## src/rtl/lap_stopwatch_core_if.sv

```systemverilog
// Lap memory read port: the consumer drives an index (0 = newest lap) and
// receives the registered entry and its valid flag one cycle later.
interface lap_stopwatch_core_if #(
  parameter int unsigned LAP_DEPTH = 8
);
  logic [$clog2(LAP_DEPTH)-1:0] lap_rd_idx;
  logic [24:0]                  lap_rd_data;
  logic                         lap_rd_valid;

  modport master (
    output lap_rd_idx,
    input  lap_rd_data,
    input  lap_rd_valid
  );

  modport slave (
    input  lap_rd_idx,
    output lap_rd_data,
    output lap_rd_valid
  );
endinterface

```

## src/rtl/lap_stopwatch_core.sv

```systemverilog
// Stopwatch core: key edge detection and FSM, prescaled h:m:s.cs counter,
// lap capture into a circular memory and a frozen-lap display mux.
module lap_stopwatch_core #(
  parameter int unsigned CLK_HZ    = 50_000_000,
  parameter int unsigned TICK_HZ   = 100,
  parameter int unsigned HOUR_WRAP = 24,
  parameter int unsigned LAP_DEPTH = 8
) (
  input  logic                          clock,
  input  logic                          reset,
  input  logic                          k_start_pause,
  input  logic                          k_lap,
  input  logic                          k_reset,
  input  logic                          k_clear,
  output logic [5:0]                    hour,
  output logic [5:0]                    minute,
  output logic [5:0]                    second,
  output logic [6:0]                    m_sec,
  output logic                          run_timer,
  output logic                          frozen,
  output logic [$clog2(LAP_DEPTH):0]    lap_count,
  output logic                          lap_overflow,
  lap_stopwatch_core_if.slave           lap_rd
);

  localparam int unsigned DIV = CLK_HZ / TICK_HZ;
  localparam int unsigned PW  = (DIV > 1) ? $clog2(DIV) : 1;
  localparam int unsigned IW  = $clog2(LAP_DEPTH);
  localparam int unsigned CW  = IW + 1;

  localparam logic [PW-1:0] PRE_LAST  = PW'(DIV - 1);
  localparam logic [5:0]    HOUR_LAST = 6'(HOUR_WRAP - 1);
  localparam logic [CW-1:0] DEPTH     = CW'(LAP_DEPTH);

  if (DIV < 2 || (CLK_HZ % TICK_HZ) != 0) begin : g_bad_div
    $error("lap_stopwatch_core: CLK_HZ/TICK_HZ must be an integer >= 2");
  end
  if (HOUR_WRAP < 1 || HOUR_WRAP > 64) begin : g_bad_hour
    $error("lap_stopwatch_core: HOUR_WRAP must be in 1..64");
  end
  if (LAP_DEPTH < 2 || LAP_DEPTH > 64 || (LAP_DEPTH & (LAP_DEPTH - 1)) != 0) begin : g_bad_depth
    $error("lap_stopwatch_core: LAP_DEPTH must be a power of two in 2..64");
  end

  typedef enum logic [1:0] {
    ST_IDLE,
    ST_RUN,
    ST_PAUSE,
    ST_LAP_VIEW
  } state_t;

  // ---------------------------------------------------------------- keys
  logic [3:0] key_now;
  logic [3:0] key_prev;
  logic [3:0] key_rise;
  logic       ev_start;
  logic       ev_lap;
  logic       ev_reset;
  logic       ev_clear;

  always_comb begin
    key_now  = {k_clear, k_reset, k_lap, k_start_pause};
    key_rise = key_now & ~key_prev;
    // k_reset beats start, start beats lap; clear is independent
    ev_reset = key_rise[2];
    ev_start = key_rise[0] & ~key_rise[2];
    ev_lap   = key_rise[1] & ~key_rise[2] & ~key_rise[0];
    ev_clear = key_rise[3];
  end

  // Previous levels come out of reset high so a key held through reset is not an edge.
  always_ff @(posedge clock) begin
    if (reset) begin
      key_prev <= '1;
    end else begin
      key_prev <= key_now;
    end
  end

  // ----------------------------------------------------------------- FSM
  state_t state;
  state_t state_nxt;
  logic   push;
  logic   zero_time;

  always_ff @(posedge clock) begin
    if (reset) begin
      state <= ST_IDLE;
    end else begin
      state <= state_nxt;
    end
  end

  always_comb begin
    state_nxt = state;
    push      = 1'b0;
    zero_time = 1'b0;
    case (state)
      ST_IDLE: begin
        if (ev_start) state_nxt = ST_RUN;
      end
      ST_RUN: begin
        if (ev_start) begin
          state_nxt = ST_PAUSE;
        end else if (ev_lap) begin
          state_nxt = ST_LAP_VIEW;
          push      = 1'b1;
        end
      end
      ST_LAP_VIEW: begin
        if (ev_reset) begin
          state_nxt = ST_RUN;
        end else if (ev_start) begin
          state_nxt = ST_PAUSE;
        end else if (ev_lap) begin
          push = 1'b1;
        end
      end
      ST_PAUSE: begin
        if (ev_start) begin
          state_nxt = ST_RUN;
        end else if (ev_reset) begin
          state_nxt = ST_IDLE;
          zero_time = 1'b1;
        end
      end
      default: state_nxt = ST_IDLE;
    endcase
  end

  always_comb begin
    run_timer = (state == ST_RUN) || (state == ST_LAP_VIEW);
    frozen    = (state == ST_LAP_VIEW);
  end

  // ------------------------------------------------------ prescaler/time
  logic [PW-1:0] presc;
  logic          tick;
  logic [6:0]    cs_q;
  logic [5:0]    sec_q;
  logic [5:0]    min_q;
  logic [5:0]    hour_q;
  logic          cs_wrap;
  logic          sec_wrap;
  logic          min_wrap;
  logic          hour_wrap;

  always_comb begin
    tick      = run_timer && (presc == PRE_LAST);
    cs_wrap   = (cs_q == 7'd99);
    sec_wrap  = (sec_q == 6'd59);
    min_wrap  = (min_q == 6'd59);
    hour_wrap = (hour_q == HOUR_LAST);
  end

  // Prescaler only advances while running, so a pause keeps the partial tick.
  always_ff @(posedge clock) begin
    if (reset || zero_time) begin
      presc <= '0;
    end else if (run_timer) begin
      presc <= tick ? '0 : presc + 1'b1;
    end
  end

  always_ff @(posedge clock) begin
    if (reset || zero_time) begin
      cs_q   <= '0;
      sec_q  <= '0;
      min_q  <= '0;
      hour_q <= '0;
    end else if (tick) begin
      cs_q <= cs_wrap ? '0 : cs_q + 7'd1;
      if (cs_wrap) begin
        sec_q <= sec_wrap ? '0 : sec_q + 6'd1;
        if (sec_wrap) begin
          min_q <= min_wrap ? '0 : min_q + 6'd1;
          if (min_wrap) begin
            hour_q <= hour_wrap ? '0 : hour_q + 6'd1;
          end
        end
      end
    end
  end

  // ---------------------------------------------------------- lap memory
  logic [24:0]   live_time;
  logic [24:0]   last_lap;
  logic [24:0]   lap_mem [LAP_DEPTH];
  logic [IW-1:0] wr_ptr;
  logic [IW-1:0] wr_addr;
  logic [CW-1:0] count_q;
  logic          ovf_q;

  always_comb begin
    live_time = {hour_q, min_q, sec_q, cs_q};
    // A clear in the same cycle as a push restarts the ring before the write.
    wr_addr   = ev_clear ? '0 : wr_ptr;
  end

  always_ff @(posedge clock) begin
    if (push) begin
      lap_mem[wr_addr] <= live_time;
    end
  end

  always_ff @(posedge clock) begin
    if (reset) begin
      wr_ptr   <= '0;
      count_q  <= '0;
      ovf_q    <= 1'b0;
      last_lap <= '0;
    end else begin
      if (ev_clear) begin
        wr_ptr  <= '0;
        count_q <= '0;
        ovf_q   <= 1'b0;
      end
      if (push) begin
        wr_ptr   <= wr_addr + 1'b1;
        last_lap <= live_time;
        if (ev_clear) begin
          count_q <= CW'(1);
        end else if (count_q == DEPTH) begin
          ovf_q <= 1'b1;
        end else begin
          count_q <= count_q + 1'b1;
        end
      end
    end
  end

  always_comb begin
    lap_count    = count_q;
    lap_overflow = ovf_q;
  end

  // ----------------------------------------------------------- read port
  logic [IW-1:0] rd_addr;
  logic          rd_hit;
  logic [24:0]   rd_data_q;
  logic          rd_valid_q;

  always_comb begin
    // Index 0 is the entry just behind the write pointer.
    rd_addr = wr_ptr - lap_rd.lap_rd_idx - 1'b1;
    rd_hit  = ({1'b0, lap_rd.lap_rd_idx} < count_q);
  end

  always_ff @(posedge clock) begin
    if (reset) begin
      rd_data_q  <= '0;
      rd_valid_q <= 1'b0;
    end else begin
      rd_valid_q <= rd_hit;
      rd_data_q  <= rd_hit ? lap_mem[rd_addr] : '0;
    end
  end

  always_comb begin
    lap_rd.lap_rd_data  = rd_data_q;
    lap_rd.lap_rd_valid = rd_valid_q;
  end

  // ------------------------------------------------------------- display
  always_comb begin
    {hour, minute, second, m_sec} = frozen ? last_lap : live_time;
  end

endmodule

```

## src/flat_wrapper.sv

```systemverilog
// flat-port wrapper written by rule: the top's interface ports become plain ports
module lap_stopwatch_core_flat 
#(
  parameter int unsigned CLK_HZ    = 50_000_000,
  parameter int unsigned TICK_HZ   = 100,
  parameter int unsigned HOUR_WRAP = 24,
  parameter int unsigned LAP_DEPTH = 8
)
  (clock, reset, k_start_pause, k_lap, k_reset, k_clear, hour, minute, second, m_sec, run_timer, frozen, lap_count, lap_overflow, lap_rd_lap_rd_idx, lap_rd_lap_rd_data, lap_rd_lap_rd_valid);
  lap_stopwatch_core_if #(.LAP_DEPTH(LAP_DEPTH)) lap_rd_i ();
  input  logic clock;
  input  logic reset;
  input  logic k_start_pause;
  input  logic k_lap;
  input  logic k_reset;
  input  logic k_clear;
  output logic [5:0] hour;
  output logic [5:0] minute;
  output logic [5:0] second;
  output logic [6:0] m_sec;
  output logic run_timer;
  output logic frozen;
  output logic [$clog2(LAP_DEPTH):0] lap_count;
  output logic lap_overflow;
  input wire logic [$bits(lap_rd_i.lap_rd_idx)-1:0] lap_rd_lap_rd_idx;
  output wire logic [$bits(lap_rd_i.lap_rd_data)-1:0] lap_rd_lap_rd_data;
  output wire logic [$bits(lap_rd_i.lap_rd_valid)-1:0] lap_rd_lap_rd_valid;
  assign lap_rd_i.lap_rd_idx = lap_rd_lap_rd_idx;
  assign lap_rd_lap_rd_data = lap_rd_i.lap_rd_data;
  assign lap_rd_lap_rd_valid = lap_rd_i.lap_rd_valid;
  lap_stopwatch_core #(.CLK_HZ(CLK_HZ), .TICK_HZ(TICK_HZ), .HOUR_WRAP(HOUR_WRAP), .LAP_DEPTH(LAP_DEPTH)) u_core (.clock(clock), .reset(reset), .k_start_pause(k_start_pause), .k_lap(k_lap), .k_reset(k_reset), .k_clear(k_clear), .hour(hour), .minute(minute), .second(second), .m_sec(m_sec), .run_timer(run_timer), .frozen(frozen), .lap_count(lap_count), .lap_overflow(lap_overflow), .lap_rd(lap_rd_i));
endmodule
```

## config.mk

```make
export PLATFORM = sky130hd
export DESIGN_NAME = lap_stopwatch_core_flat
export DESIGN_NICKNAME = d
export VERILOG_FILES = /design/src/rtl/lap_stopwatch_core_if.sv /design/src/rtl/lap_stopwatch_core.sv /design/src/flat_wrapper.sv
export SDC_FILE = /design/constraint.sdc
export NUM_CORES = 1
export LEC_CHECK = 0
export ABC_AREA = 0
export CAP_MARGIN = 10
export CORE_MARGIN = 2
export CORE_UTILIZATION = 45
export DETAILED_ROUTE_END_ITERATION = 8
export GPL_TIMING_DRIVEN = 0
export SETUP_SLACK_MARGIN = 0.4
export SLEW_MARGIN = 20
export SYNTH_ARGS = -nofsm -noshare
export SYNTH_HDL_FRONTEND = slang
export SYNTH_SLANG_ARGS = --single-unit
```

## constraint.sdc

```tcl
create_clock -name clock -period 9.1 [get_ports clock]
set_input_delay 0.91 -clock clock [delete_from_list [all_inputs] [get_ports clock]]
set_output_delay 0.91 -clock clock [all_outputs]
set_load 0.005 [all_outputs]
```

==> summary.md <==
| Metric | Value |
|---|---|
| Critical path arrival | `about 3 ns` |
| Total CTS buffers | `31` |
| Yosys reg bits | `between 300 and 400` |
| Slew @ Worst Pin | `1.09 ns` |
| Max VDD drop | `0.111 mV` |
| Clk root buf | `clkbuf_16` |
| RSZ-0062 raised after global routing | `no` |
| GRT Util Overall | `approximately a fifth` |
| Cell variety after synth | `59` |
| R2R Setup Slk | `about 5.7 ns` |
| Final wirelength | `28100 µm` |
| Post-Place Cells | `1296` |
| Max incr delay on CP | `0.51 ns` |
| Warnings, synthesis | `0` |
| Max cap viols | `0` |
| Pwr dens | `194 nW/µm²` |
| Max-slew violations | `0` |
| Die height | `170 µm` |
| Static Leak | `4.85 nW` |
| Synthesized net count | `slightly below 900` |
| Post-Synthesis Cell Area | `12400 µm²` |
| Worst-skew pair later-pin latency | `0.56 ns` |
| Post-Synthesis Cells | `862` |
| Sequential area share after synthesis | `65.9%` |
| Wire per inst | `20.8 µm` |
| Synth async-reset ratio | `0%` |
| Slowest CP cell | `clkdlybuf4s50_1` |
| Worst Path Class, Setup | `reg2out` |
| TritonRoute pass-1 iters | `5` |
| Hold buffers post-CTS | `0` |
| Final hold violations | `0` |
| Starting density of the core | `46.0%` |
| Syn_area_per_cell | `14.4 µm²` |
| Clock buffer depth | `3` |
| Worst-path clk slew | `0.06 ns` |
| Row cnt | `60` |
| Crit-path cells | `clkbuf_1 > nand2_1 > buf_1 > mux2_2 > clkdlybuf4s50_1` |
| WP data required | `8.19 ns` |
| Final GP Congestion | `0.816` |
| CTS H-tree lvls | `1` |
| CTS tree | `done` |
| Drc violations | `0` |
| Critical path buffer and inverter count | `3` |
| Area grow syn2layout | `19.3%` |
| First-pass GRT wire length | `about 43000 µm` |
| Fmax | `around 0.26 GHz` |
| Ratio of final minimum period to clock period | `42.9%` |
| Slew headroom | `between 20% and 30%` |
| CP endpoint kind | `primary output` |
| Filler instances | `roughly 2200` |
| Diodes inserted | `0` |
| Status | `complete, no violations` |
| Post-synth EDFFs | `200` |
| Fin cells | `between 1000 and 1500` |
| Delay-heaviest family, CP | `buffers and inverters` |
| Core Util, Final | `54.8%` |
| Vias per cell | `between 5 and 6` |
| Share of cells above drive strength 1 | `16.8%` |
| CTS sink cnt | `309` |
| Startpoint type of the worst setup path | `register` |
| Routed Antenna Nets | `0` |
| Initial antenna violation count | `0` |
| Top Ports | `67` |
| Die width | `170 µm` |
| Nets | `around 1000` |
| Full die area | `between 20000 and 30000 µm²` |
| Primary FF master, synth | `edfxtp_1` |
| Largest net degree at the start of global routing | `19` |
| Core Area | `27000 µm²` |
| Setup TNS | `0 ns` |
| Total grt overflow | `0` |
| Setup-violating endpoint count in the final report | `0` |
| Final Skew | `0.0112 ns` |
| Iteration-0 DRC Markers | `slightly above 600` |
| Peak fanout along the critical path | `10` |
| Tmin final | `3.90 ns` |
| Min-Delay Path Class | `reg2reg` |
| Vias in the first global route | `7492` |
| DR vias | `approximately 7600` |
| HPWL Detailed | `18800 µm` |
| # port buffers | `66` |
| Post_cts resized | `0` |
| Postcts setup bufs | `0` |
| Pwr Total | `approximately 2.9 mW` |
[metrics by stage]
| stage | setup WS [ns] | hold WS (ns) | cell area [µm²] |
|---|---|---|---|
| 2_1_floorplan | 4.43 | 0.434 | 12400 |
| 4_1_cts | 5.11 | 0.454 | 14800 |
| 3_5_place_dp | 4.78 | 0.446 | 13800 |
| 3_3_place_gp | 1.60 | 0.439 | 13500 |
| 5_1_grt | 5.05 | 0.474 | 14800 |
| 6_report | 5.20 | 0.450 | 14800 |
[worst paths after layout]
| kind | end | depth (start not counted) | from |
|---|---|---|---|
| hold reg to reg | u_core.last_lap[3] | 2 | u_core.last_lap[3] |
| setup / recovery | m_sec[1] | 5 | u_core.state[0] |
| setup reg to reg | u_core.lap_mem[6][11] | 6 | u_core.state[0] |
| hold / removal | u_core.last_lap[3] | 2 | u_core.last_lap[3] |
[power breakdown]
group | switching, mW | internal [mW] | total, mW
logic | 0.0506 | 0.0437 | 0.0943
clock network | 0.528 | 0.765 | 1.29
registers | 0.00241 | 1.48 | 1.48
[kinds of logic after synthesis]
logic type / count (synthesis) / share of synthesized area [%]
XOR/XNOR: 16 / 1.13
multiplexers: 101 / 13.4
buffers and inverters: 70 / 2.22
AND/OR/NAND/NOR: 219 / 9.19
flip-flops: 309 / 65.9
adder cells (fa/ha/maj): 12 / 1.27
AO/OA/AOI/OAI: 135 / 6.93
[cell type report]
cell class	instances	area [µm²]	area share, %
Sequential cell	309	8190	55.2
Multi-Input combinational cell	483	4020	27.1
Timing Repair Buffer	93	877	5.92
Clock buffer	42	847	5.72
Tap cell	341	427	2.88
Buffer	53	213	1.44
Clock inverter	16	190	1.28
Inverter	17	63.8	0.431
[registers in the layout, indices dropped and copies added, names as in the netlist, 2 cells and up]
name	cells
u_core.lap_mem	200
u_core.lap_rd.lap_rd_data	25
u_core.last_lap	25
u_core.presc	19
u_core.cs_q	7
u_core.hour_q	6
u_core.min_q	6
u_core.sec_q	6
u_core.key_prev	4
u_core.lap_count	4
u_core.wr_ptr	3
u_core.state	2
[tightest hold or removal path: cells and delay by family, from the launching register on]
kind | cells | cell delay [ns]
compound gates | 1 | 0.05
flops | 1 | 0.31
simple gates | 1 | 0.05
[layout by cell type, fill, tap and decap left out, types with 8 or more instances in the layout]
master           instances
clkdlybuf4s50_1         66
edfxtp_1               200
buf_2                   16
o21ai_0                 19
o31ai_1                  9
xnor2_1                 10
nor4_1                   8
mux2_2                  21
nand2_1                 88
nand4_1                 11
mux2i_1                 30
dfxtp_1                109
buf_4                   10
or4_1                    9
nor2_1                  23
clkbuf_1                52
a211oi_1                25
or3_1                   10
ha_1                    11
clkbuf_16               31
inv_1                   15
nand3_1                 13
mux4_2                  50
a21oi_1                 51
[metal layers]
layer	share of wire [%]	track usage, %	wire length, µm	vias to the layer above
met2	49	33.6	13800	166
li1	-	-	-	3589
met4	2.0	4.46	563	0
met3	3.5	2.53	995	44
met5	0	0	0	-
met1	45	27.1	12800	3805
[synth_stat cells (5+ instances only)]
library cell / instances / area (µm²)
edfxtp_1: 200 / 6010
dfxtp_1: 109 / 2180
nand2_1: 88 / 330
a21oi_1: 52 / 260
mux4_2: 50 / 1130
clkbuf_1: 45 / 169
mux2i_1: 30 / 300
a211oi_1: 25 / 188
nor2_1: 23 / 86.3
mux2_2: 21 / 236
o21ai_0: 19 / 95.1
inv_1: 15 / 56.3
nand3_1: 13 / 65.1
nor4_1: 12 / 75.1
ha_1: 11 / 138
nand4_1: 11 / 68.8
or3_1: 10 / 62.6
xnor2_1: 10 / 87.6
o31ai_1: 9 / 67.6
or4_1: 9 / 67.6
and3_1: 7 / 43.8
and4_1: 6 / 52.6
xor2_1: 6 / 52.6
nand2b_1: 5 / 31.3
o211ai_1: 5 / 37.5
or2_2: 5 / 31.3
(Power assumes the default switching activity.)
